--- src/rtl/spi_rom_responder_pkg.sv ---
`default_nettype none
// +----------------------------------------------------------------------------+
// | Module  : spi_rom_responder_pkg                                            |
// | Brief   : Opcodes, state encoding and shifter helpers for the SPI ROM      |
// |           responder.                                                       |
// | Revision: 1.0 - initial release                                            |
// +----------------------------------------------------------------------------+
package spi_rom_responder_pkg;

    localparam logic [7:0]  c_cmd_read  = 8'h03;
    localparam logic [7:0]  c_cmd_qread = 8'h6B;
    localparam int unsigned c_spi_aw    = 24;

    typedef enum logic [2:0] {
        ST_IDLE   = 3'd0,
        ST_CMD    = 3'd1,
        ST_ADDR   = 3'd2,
        ST_DUMMY  = 3'd3,
        ST_DATA   = 3'd4,
        ST_IGNORE = 3'd5
    } state_t;

    // Serial mode places its single bit on io[1]; quad mode sends the high nibble.
    function automatic logic [3:0] lead_bits(input logic quad, input logic [7:0] b);
        return quad ? b[7:4] : {2'b00, b[7], 1'b0};
    endfunction

    function automatic logic [7:0] shift_on(input logic quad, input logic [7:0] b);
        return quad ? {b[3:0], 4'h0} : {b[6:0], 1'b0};
    endfunction

endpackage
`default_nettype wire

--- src/rtl/spi_sync_edge.sv ---
`default_nettype none
// +----------------------------------------------------------------------------+
// | Module  : spi_sync_edge                                                    |
// | Brief   : Two-flop synchronizer with rise/fall pulses on the synced level. |
// | Revision: 1.0 - initial release                                            |
// +----------------------------------------------------------------------------+
module spi_sync_edge (
    input  logic clk,
    input  logic i_async,
    output logic o_sync,
    output logic o_rise,
    output logic o_fall
);

    logic r_meta;
    logic r_sync;
    logic r_prev;

    // Left unreset so the synced level is trustworthy the moment reset releases.
    always_ff @(posedge clk) begin
        r_meta <= i_async;
        r_sync <= r_meta;
        r_prev <= r_sync;
    end

    assign o_sync = r_sync;
    assign o_rise = r_sync & ~r_prev;
    assign o_fall = ~r_sync & r_prev;

endmodule
`default_nettype wire

--- src/rtl/spi_rom_responder.sv ---
`default_nettype none
// +----------------------------------------------------------------------------+
// | Module  : spi_rom_responder                                                |
// | Brief   : SPI ROM target serving Read (0x03) and Quad Output Fast Read     |
// |           (0x6B) from a synchronous memory port, oversampled in clk.       |
// | Revision: 1.0 - initial release                                            |
// +----------------------------------------------------------------------------+
module spi_rom_responder
    import spi_rom_responder_pkg::*;
#(
    parameter int MEM_AW     = 18,
    parameter int DUMMY_CLKS = 8
) (
    input  logic              clk,
    input  logic              reset,
    input  logic              spi_cs_n,
    input  logic              spi_sclk,
    input  logic [3:0]        spi_io_in,
    output logic [3:0]        spi_io_out,
    output logic [3:0]        spi_io_oe,
    output logic              mem_rd,
    output logic [MEM_AW-1:0] mem_addr,
    input  logic [7:0]        mem_data,
    output logic              busy,
    output logic              bad_cmd
);

    localparam logic [4:0] c_last_cmd_bit  = 5'd7;
    localparam logic [4:0] c_last_addr_bit = 5'd23;
    localparam logic [4:0] c_last_dummy    = 5'(DUMMY_CLKS - 1);
    localparam logic [3:0] c_oe_serial     = 4'b0010;
    localparam logic [3:0] c_oe_quad       = 4'b1111;

    logic w_cs_s, w_cs_rise, w_cs_fall;
    logic w_sclk_s, w_sclk_rise, w_sclk_fall;
    logic [3:0] r_io_meta;
    logic [3:0] r_io_s;

    state_t r_state;
    state_t w_state_nxt;

    logic [4:0]          r_bit_cnt;
    logic [6:0]          r_cmd_sr;
    logic [22:0]         r_addr_sr;
    logic [c_spi_aw-1:0] r_addr;
    logic                r_is_quad;
    logic [7:0]          r_hold;
    logic [7:0]          r_shift;
    logic [2:0]          r_phase;
    logic                r_rd_d;
    logic [3:0]          r_io_out;
    logic [3:0]          r_io_oe;
    logic                r_mem_rd;
    logic [MEM_AW-1:0]   r_mem_addr;
    logic                r_busy;
    logic                r_bad_cmd;

    logic [7:0]          w_opcode;
    logic                w_cmd_ok;
    logic [c_spi_aw-1:0] w_addr_full;
    logic [7:0]          w_src_byte;
    logic                w_byte_last;
    logic                w_unused;

    spi_sync_edge u_sync_cs (
        .clk     (clk),
        .i_async (spi_cs_n),
        .o_sync  (w_cs_s),
        .o_rise  (w_cs_rise),
        .o_fall  (w_cs_fall)
    );

    spi_sync_edge u_sync_sclk (
        .clk     (clk),
        .i_async (spi_sclk),
        .o_sync  (w_sclk_s),
        .o_rise  (w_sclk_rise),
        .o_fall  (w_sclk_fall)
    );

    // Same two-flop depth as SCLK, so io is aligned with the detected rise.
    always_ff @(posedge clk) begin
        r_io_meta <= spi_io_in;
        r_io_s    <= r_io_meta;
    end

    assign w_opcode    = {r_cmd_sr, r_io_s[0]};
    assign w_cmd_ok    = (w_opcode == c_cmd_read) || (w_opcode == c_cmd_qread);
    assign w_addr_full = {r_addr_sr, r_io_s[0]};
    // Phase 0 starts a fresh byte, which always comes from the prefetched holding register.
    assign w_src_byte  = (r_phase == 3'd0) ? r_hold : r_shift;
    assign w_byte_last = r_is_quad ? (r_phase == 3'd1) : (r_phase == 3'd7);
    assign w_unused    = ^{w_sclk_s, r_io_s[3:1]};

    always_ff @(posedge clk) begin
        if (reset) begin
            r_state <= ST_IDLE;
        end else begin
            r_state <= w_state_nxt;
        end
    end

    always_comb begin
        w_state_nxt = r_state;
        if (w_cs_rise) begin
            w_state_nxt = ST_IDLE;
        end else begin
            case (r_state)
                ST_IDLE: begin
                    // CS already low without a seen fall (e.g. after reset): sit out this transaction.
                    if (w_cs_fall) begin
                        w_state_nxt = ST_CMD;
                    end else if (!w_cs_s) begin
                        w_state_nxt = ST_IGNORE;
                    end
                end
                ST_CMD: begin
                    if (w_sclk_rise && (r_bit_cnt == c_last_cmd_bit)) begin
                        w_state_nxt = w_cmd_ok ? ST_ADDR : ST_IGNORE;
                    end
                end
                ST_ADDR: begin
                    if (w_sclk_rise && (r_bit_cnt == c_last_addr_bit)) begin
                        w_state_nxt = r_is_quad ? ST_DUMMY : ST_DATA;
                    end
                end
                ST_DUMMY: begin
                    if (w_sclk_rise && (r_bit_cnt == c_last_dummy)) begin
                        w_state_nxt = ST_DATA;
                    end
                end
                default: w_state_nxt = r_state;
            endcase
        end
    end

    always_ff @(posedge clk) begin
        if (reset) begin
            r_io_out   <= '0;
            r_io_oe    <= '0;
            r_mem_rd   <= 1'b0;
            r_mem_addr <= '0;
            r_busy     <= 1'b0;
            r_bad_cmd  <= 1'b0;
            r_rd_d     <= 1'b0;
            r_hold     <= '0;
            r_shift    <= '0;
            r_phase    <= '0;
            r_bit_cnt  <= '0;
            r_cmd_sr   <= '0;
            r_addr_sr  <= '0;
            r_addr     <= '0;
            r_is_quad  <= 1'b0;
        end else begin
            r_mem_rd <= 1'b0;
            r_rd_d   <= r_mem_rd;
            if (r_rd_d) begin
                r_hold <= mem_data;
            end
            if (w_cs_rise) begin
                r_io_out <= '0;
                r_io_oe  <= '0;
                r_busy   <= 1'b0;
                r_rd_d   <= 1'b0;
            end else begin
                case (r_state)
                    ST_IDLE: begin
                        if (w_cs_fall) begin
                            r_busy    <= 1'b1;
                            r_bad_cmd <= 1'b0;
                            r_bit_cnt <= '0;
                        end
                    end
                    ST_CMD: begin
                        if (w_sclk_rise) begin
                            r_cmd_sr <= w_opcode[6:0];
                            if (r_bit_cnt == c_last_cmd_bit) begin
                                r_bit_cnt <= '0;
                                r_is_quad <= (w_opcode == c_cmd_qread);
                                if (!w_cmd_ok) begin
                                    r_bad_cmd <= 1'b1;
                                end
                            end else begin
                                r_bit_cnt <= r_bit_cnt + 5'd1;
                            end
                        end
                    end
                    ST_ADDR: begin
                        if (w_sclk_rise) begin
                            r_addr_sr <= w_addr_full[22:0];
                            if (r_bit_cnt == c_last_addr_bit) begin
                                // First read goes out now; it lands in the holding register before the first fall.
                                r_bit_cnt  <= '0;
                                r_phase    <= '0;
                                r_mem_rd   <= 1'b1;
                                r_mem_addr <= w_addr_full[MEM_AW-1:0];
                                r_addr     <= w_addr_full + 24'd1;
                            end else begin
                                r_bit_cnt <= r_bit_cnt + 5'd1;
                            end
                        end
                    end
                    ST_DUMMY: begin
                        if (w_sclk_rise) begin
                            r_bit_cnt <= r_bit_cnt + 5'd1;
                        end
                    end
                    ST_DATA: begin
                        if (w_sclk_fall) begin
                            r_io_out <= lead_bits(r_is_quad, w_src_byte);
                            r_shift  <= shift_on(r_is_quad, w_src_byte);
                            r_io_oe  <= r_is_quad ? c_oe_quad : c_oe_serial;
                            r_phase  <= w_byte_last ? 3'd0 : r_phase + 3'd1;
                            if (r_phase == 3'd0) begin
                                r_mem_rd   <= 1'b1;
                                r_mem_addr <= r_addr[MEM_AW-1:0];
                                r_addr     <= r_addr + 24'd1;
                            end
                        end
                    end
                    default: begin
                    end
                endcase
            end
        end
    end

    assign spi_io_out = r_io_out;
    assign spi_io_oe  = r_io_oe;
    assign mem_rd     = r_mem_rd;
    assign mem_addr   = r_mem_addr;
    assign busy       = r_busy;
    assign bad_cmd    = r_bad_cmd;

endmodule
`default_nettype wire

--- config.mk ---
export PLATFORM = sky130hd
export DESIGN_NAME = spi_rom_responder
export DESIGN_NICKNAME = d
export VERILOG_FILES = /design/src/rtl/spi_rom_responder_pkg.sv /design/src/rtl/spi_sync_edge.sv /design/src/rtl/spi_rom_responder.sv
export SDC_FILE = /design/constraint.sdc
export NUM_CORES = 1
export LEC_CHECK = 0
export CAP_MARGIN = 25
export CORE_UTILIZATION = 40
export CTS_CLUSTER_DIAMETER = 30
export DETAILED_ROUTE_END_ITERATION = 16
export HOLD_SLACK_MARGIN = 0.02
export SLEW_MARGIN = 20
export SYNTH_ARGS = -nofsm -noshare
export SYNTH_HDL_FRONTEND = slang
export SYNTH_SLANG_ARGS = --single-unit
export TNS_END_PERCENT = 50
--- constraint.sdc ---
create_clock -name clk -period 3.5 [get_ports clk]
set_input_delay 0.525 -clock clk [delete_from_list [all_inputs] [get_ports clk]]
set_output_delay 0.525 -clock clk [all_outputs]
set_load 0.01 [all_outputs]
==> metrics.txt <==
run status=finished with violations; failing checks=design-rule violations; max incr delay on CP=0.63 ns; Slew HR=49.3%; post-synthesis mux area share=12.8%; CTS tree=built; dpl cells=711; number of diodes=0; Pwr Total=2.33 mW; Rows=39; Synth top area share=43.2%; warnings from Yosys=0; first-pass GRT wire length=17.9 mm; Starting Density=41.8%; max_cap viols=0; Synth Area in Compound Gates=14.3%; Synth Flop Type=dfxtp_1; synth top area cells=dfxtp_1 (43%), mux2i_1 (10%), nor2_1 (7.1%); number of global-route vias before repair=3797; cell area after synthesis=0.00487 mm^2; die area=0.0126 mm^2; Post-DRT Antenna Nets=0; CTS root buffer=clkbuf_16; CP cell instances=or3b_4 -> and4_1 -> o211ai_1 -> or2_1 -> o21a_1 -> a31oi_1; Final Cell Area=0.00560 mm^2; Final Routed Wirelength=10.5 mm; most frequent cells in the layout=dfxtp_1 (105), nor2_1 (92), nand2_1 (51), mux2i_1 (50), clkdlybuf4s50_1 (40); nets@finish=598; R2R Setup Slk=1.00 ns; Critical Path Source Type=flip-flop; Vias/cell=5.44; final hold violation count=0; DRC errors left=3; All-Layer GR Usage=17.7%; CP Class=flip-flop to flip-flop; simple-gate share of the synthesized area=23.5%; TritonCTS Sinks=105; CTS buffer count=9; hold-fix buffers at CTS=0; # fillers=1109; Req. time, crit path=3.77 ns; end of the worst hold path=r_io_s[0]$_DFF_P_; post-synthesis sequential area ratio=43.2%; Synth Area in XOR/XNOR=0.899%; routed vias=3957; core area=0.0117 mm^2; final period utilization=71.3%; DP HPWL=6.94 mm; H-tree levels=3; Worst-Skew Late Latency=0.35 ns; VDD IR-drop max=0.251 mV; non-filler instance count after layout=727; synthesized instance count=560; maximum clock frequency=401 MHz; initial antenna violation count=0; setup ws final=1.00 ns; wire per inst=14.4 um; DIE HEIGHT=112 um; clock tree buffer depth=2; Placed Area=0.00531 mm^2; Setup-failing EPs final=0; cell area power density=417 mW/mm^2; hold path depth=0; syn_nets=579; I/O pin count=45; WP data arrival=2.77 ns; commonest non-fill, non-tap cell in the layout=dfxtp_1; Adder-Cell Fraction of Synth Area=0.771%; count of pins over their slew limit=0; dominant combinational cell family by area after synthesis=simple AND/OR/NAND/NOR gates; Post-CTS Setup Bufs=0; share of cells above drive strength 1=7.19%; die width=112 um; slowest CP cell=dfxtp_1; grt ovf=0; Worst Setup End Kind=flip-flop; pin count of the biggest net entering global routing=43; Reg-to-Reg End=r_addr[11]$_SDFFE_PP0P_; clock-pin transition on the worst setup and hold timing paths=0.07 ns; async set or reset register ratio after synthesis=0%; number of synthesized register bits=105; GPL Wtd Cong=0.789; Slew @ Worst Pin=0.760 ns; Pre-antenna DRT Iters=11; Place WS=1.06 ns; worst-case reg-to-reg path depth=6; post-layout minimum cycle time=2.50 ns; dominant cell type by area after synthesis=dfxtp_1; min-delay worst type=flip-flop to flip-flop; clock skew=0.00848 ns; IO buf count=41; initial DRC count=223; synthesized area per cell=8.70 um^2; hold wc startpoint=r_io_meta[0]$_DFF_P_; RSZ-0062 raised after global routing=false; Reg-to-Reg Start=r_state[0]$_SDFFE_PP0P_; CP Max Fanout=31; Layout area overhead=14.9%; # resized after CTS=0; Post-synth EDFFs=0; Leakage=2.08 nW; Cell variety after synth=60; total negative setup slack=0 ns
layout make-up:
| class | count | area, um^2 | share of cell area, % |
|---|---|---|---|
| tap | 143 | 179 | 3.20 |
| inverter | 6 | 22.5 | 0.403 |
| clock buffer | 12 | 256 | 4.58 |
| multi-input combinational | 409 | 2550 | 45.6 |
| clock inverter | 4 | 27.5 | 0.492 |
| timing repair buffer | 48 | 458 | 8.18 |
| sequential | 105 | 2100 | 37.6 |
registers in the layout, summed over array words and instances (netlist names), 2 cells and up:
signal and cells:
r_hold 8, r_phase 3, r_state 3, r_addr_sr 17
spi_io_oe 2, r_shift 7, spi_io_out 4, r_cmd_sr 7
r_addr 18, mem_addr 18, r_bit_cnt 5
metrics by stage:
step                hold slack, ns  util (%)
detailed placement           0.315      45.5
floorplan                    0.310         -
finish                       0.330      48.0
global route                 0.334      48.0
CTS                          0.331      48.0
global placement             0.311      45.5
where the power goes:
group	leakage (nW)	internal, mW	switching (mW)	total, mW
combinational	1.09	0.0574	0.0809	0.138
sequential	0.850	1.21	0.0174	1.23
clock	0.143	0.522	0.445	0.967
cells in the mapped netlist, types with 7 or more instances:
master and count:
a211oi_1 15, a21oi_1 34, a31oi_1 7, buf_2 14
clkbuf_1 17, dfxtp_1 105, mux2i_1 50, nand2_1 51
nand2b_1 10, nand3_1 20, nand3b_1 7, nor2_1 92
nor3_1 10, o21ai_0 18
cell families (layout without fill, tap and decap cells):
logic type                 after synthesis  in the layout
muxes                                   59             59
AOI/OAI and AO/OA                      108            108
buffers and inverters                   46             70
DFF                                    105            105
xor gates and xnor gates                 5              5
and+or+nand+nor                        234            234
adders and majority gates                3              3
worst max-delay path: cells and delay by family (launching register included):
family	cells	cell delay, ns
flip-flops	1	0.63
AND/OR/NAND/NOR	3	1.22
AO/OA/AOI/OAI	3	0.54
worst max-delay path by stage:
stage / start / slack, ns / cells past startpoint / endpoint
finish: r_state[0]$_SDFFE_PP0P_ / 1.00 / 6 / r_addr[11]$_SDFFE_PP0P_
detailed placement: r_state[0]$_SDFFE_PP0P_ / 1.06 / 6 / r_addr[11]$_SDFFE_PP0P_
global placement: r_state[2]$_SDFFE_PP0P_ / 1.12 / 6 / r_shift[5]$_SDFFE_PP0P_
CTS: r_state[0]$_SDFFE_PP0P_ / 1.01 / 6 / r_addr[11]$_SDFFE_PP0P_
global route: r_state[0]$_SDFFE_PP0P_ / 0.79 / 6 / r_addr[11]$_SDFFE_PP0P_
floorplan: r_state[0]$_SDFFE_PP0P_ / 1.62 / 6 / r_addr[15]$_SDFFE_PP0P_
routing by layer:
layer  GRT usage (%)  vias up  share of wire, %
li1                -     2012                 -
met1            22.4     1855                48
met2            29.0       78                47
met3            4.64       12               4.0
met4            6.76        0               1.5
met5               0        -                 0
(Power assumes the default switching activity.)
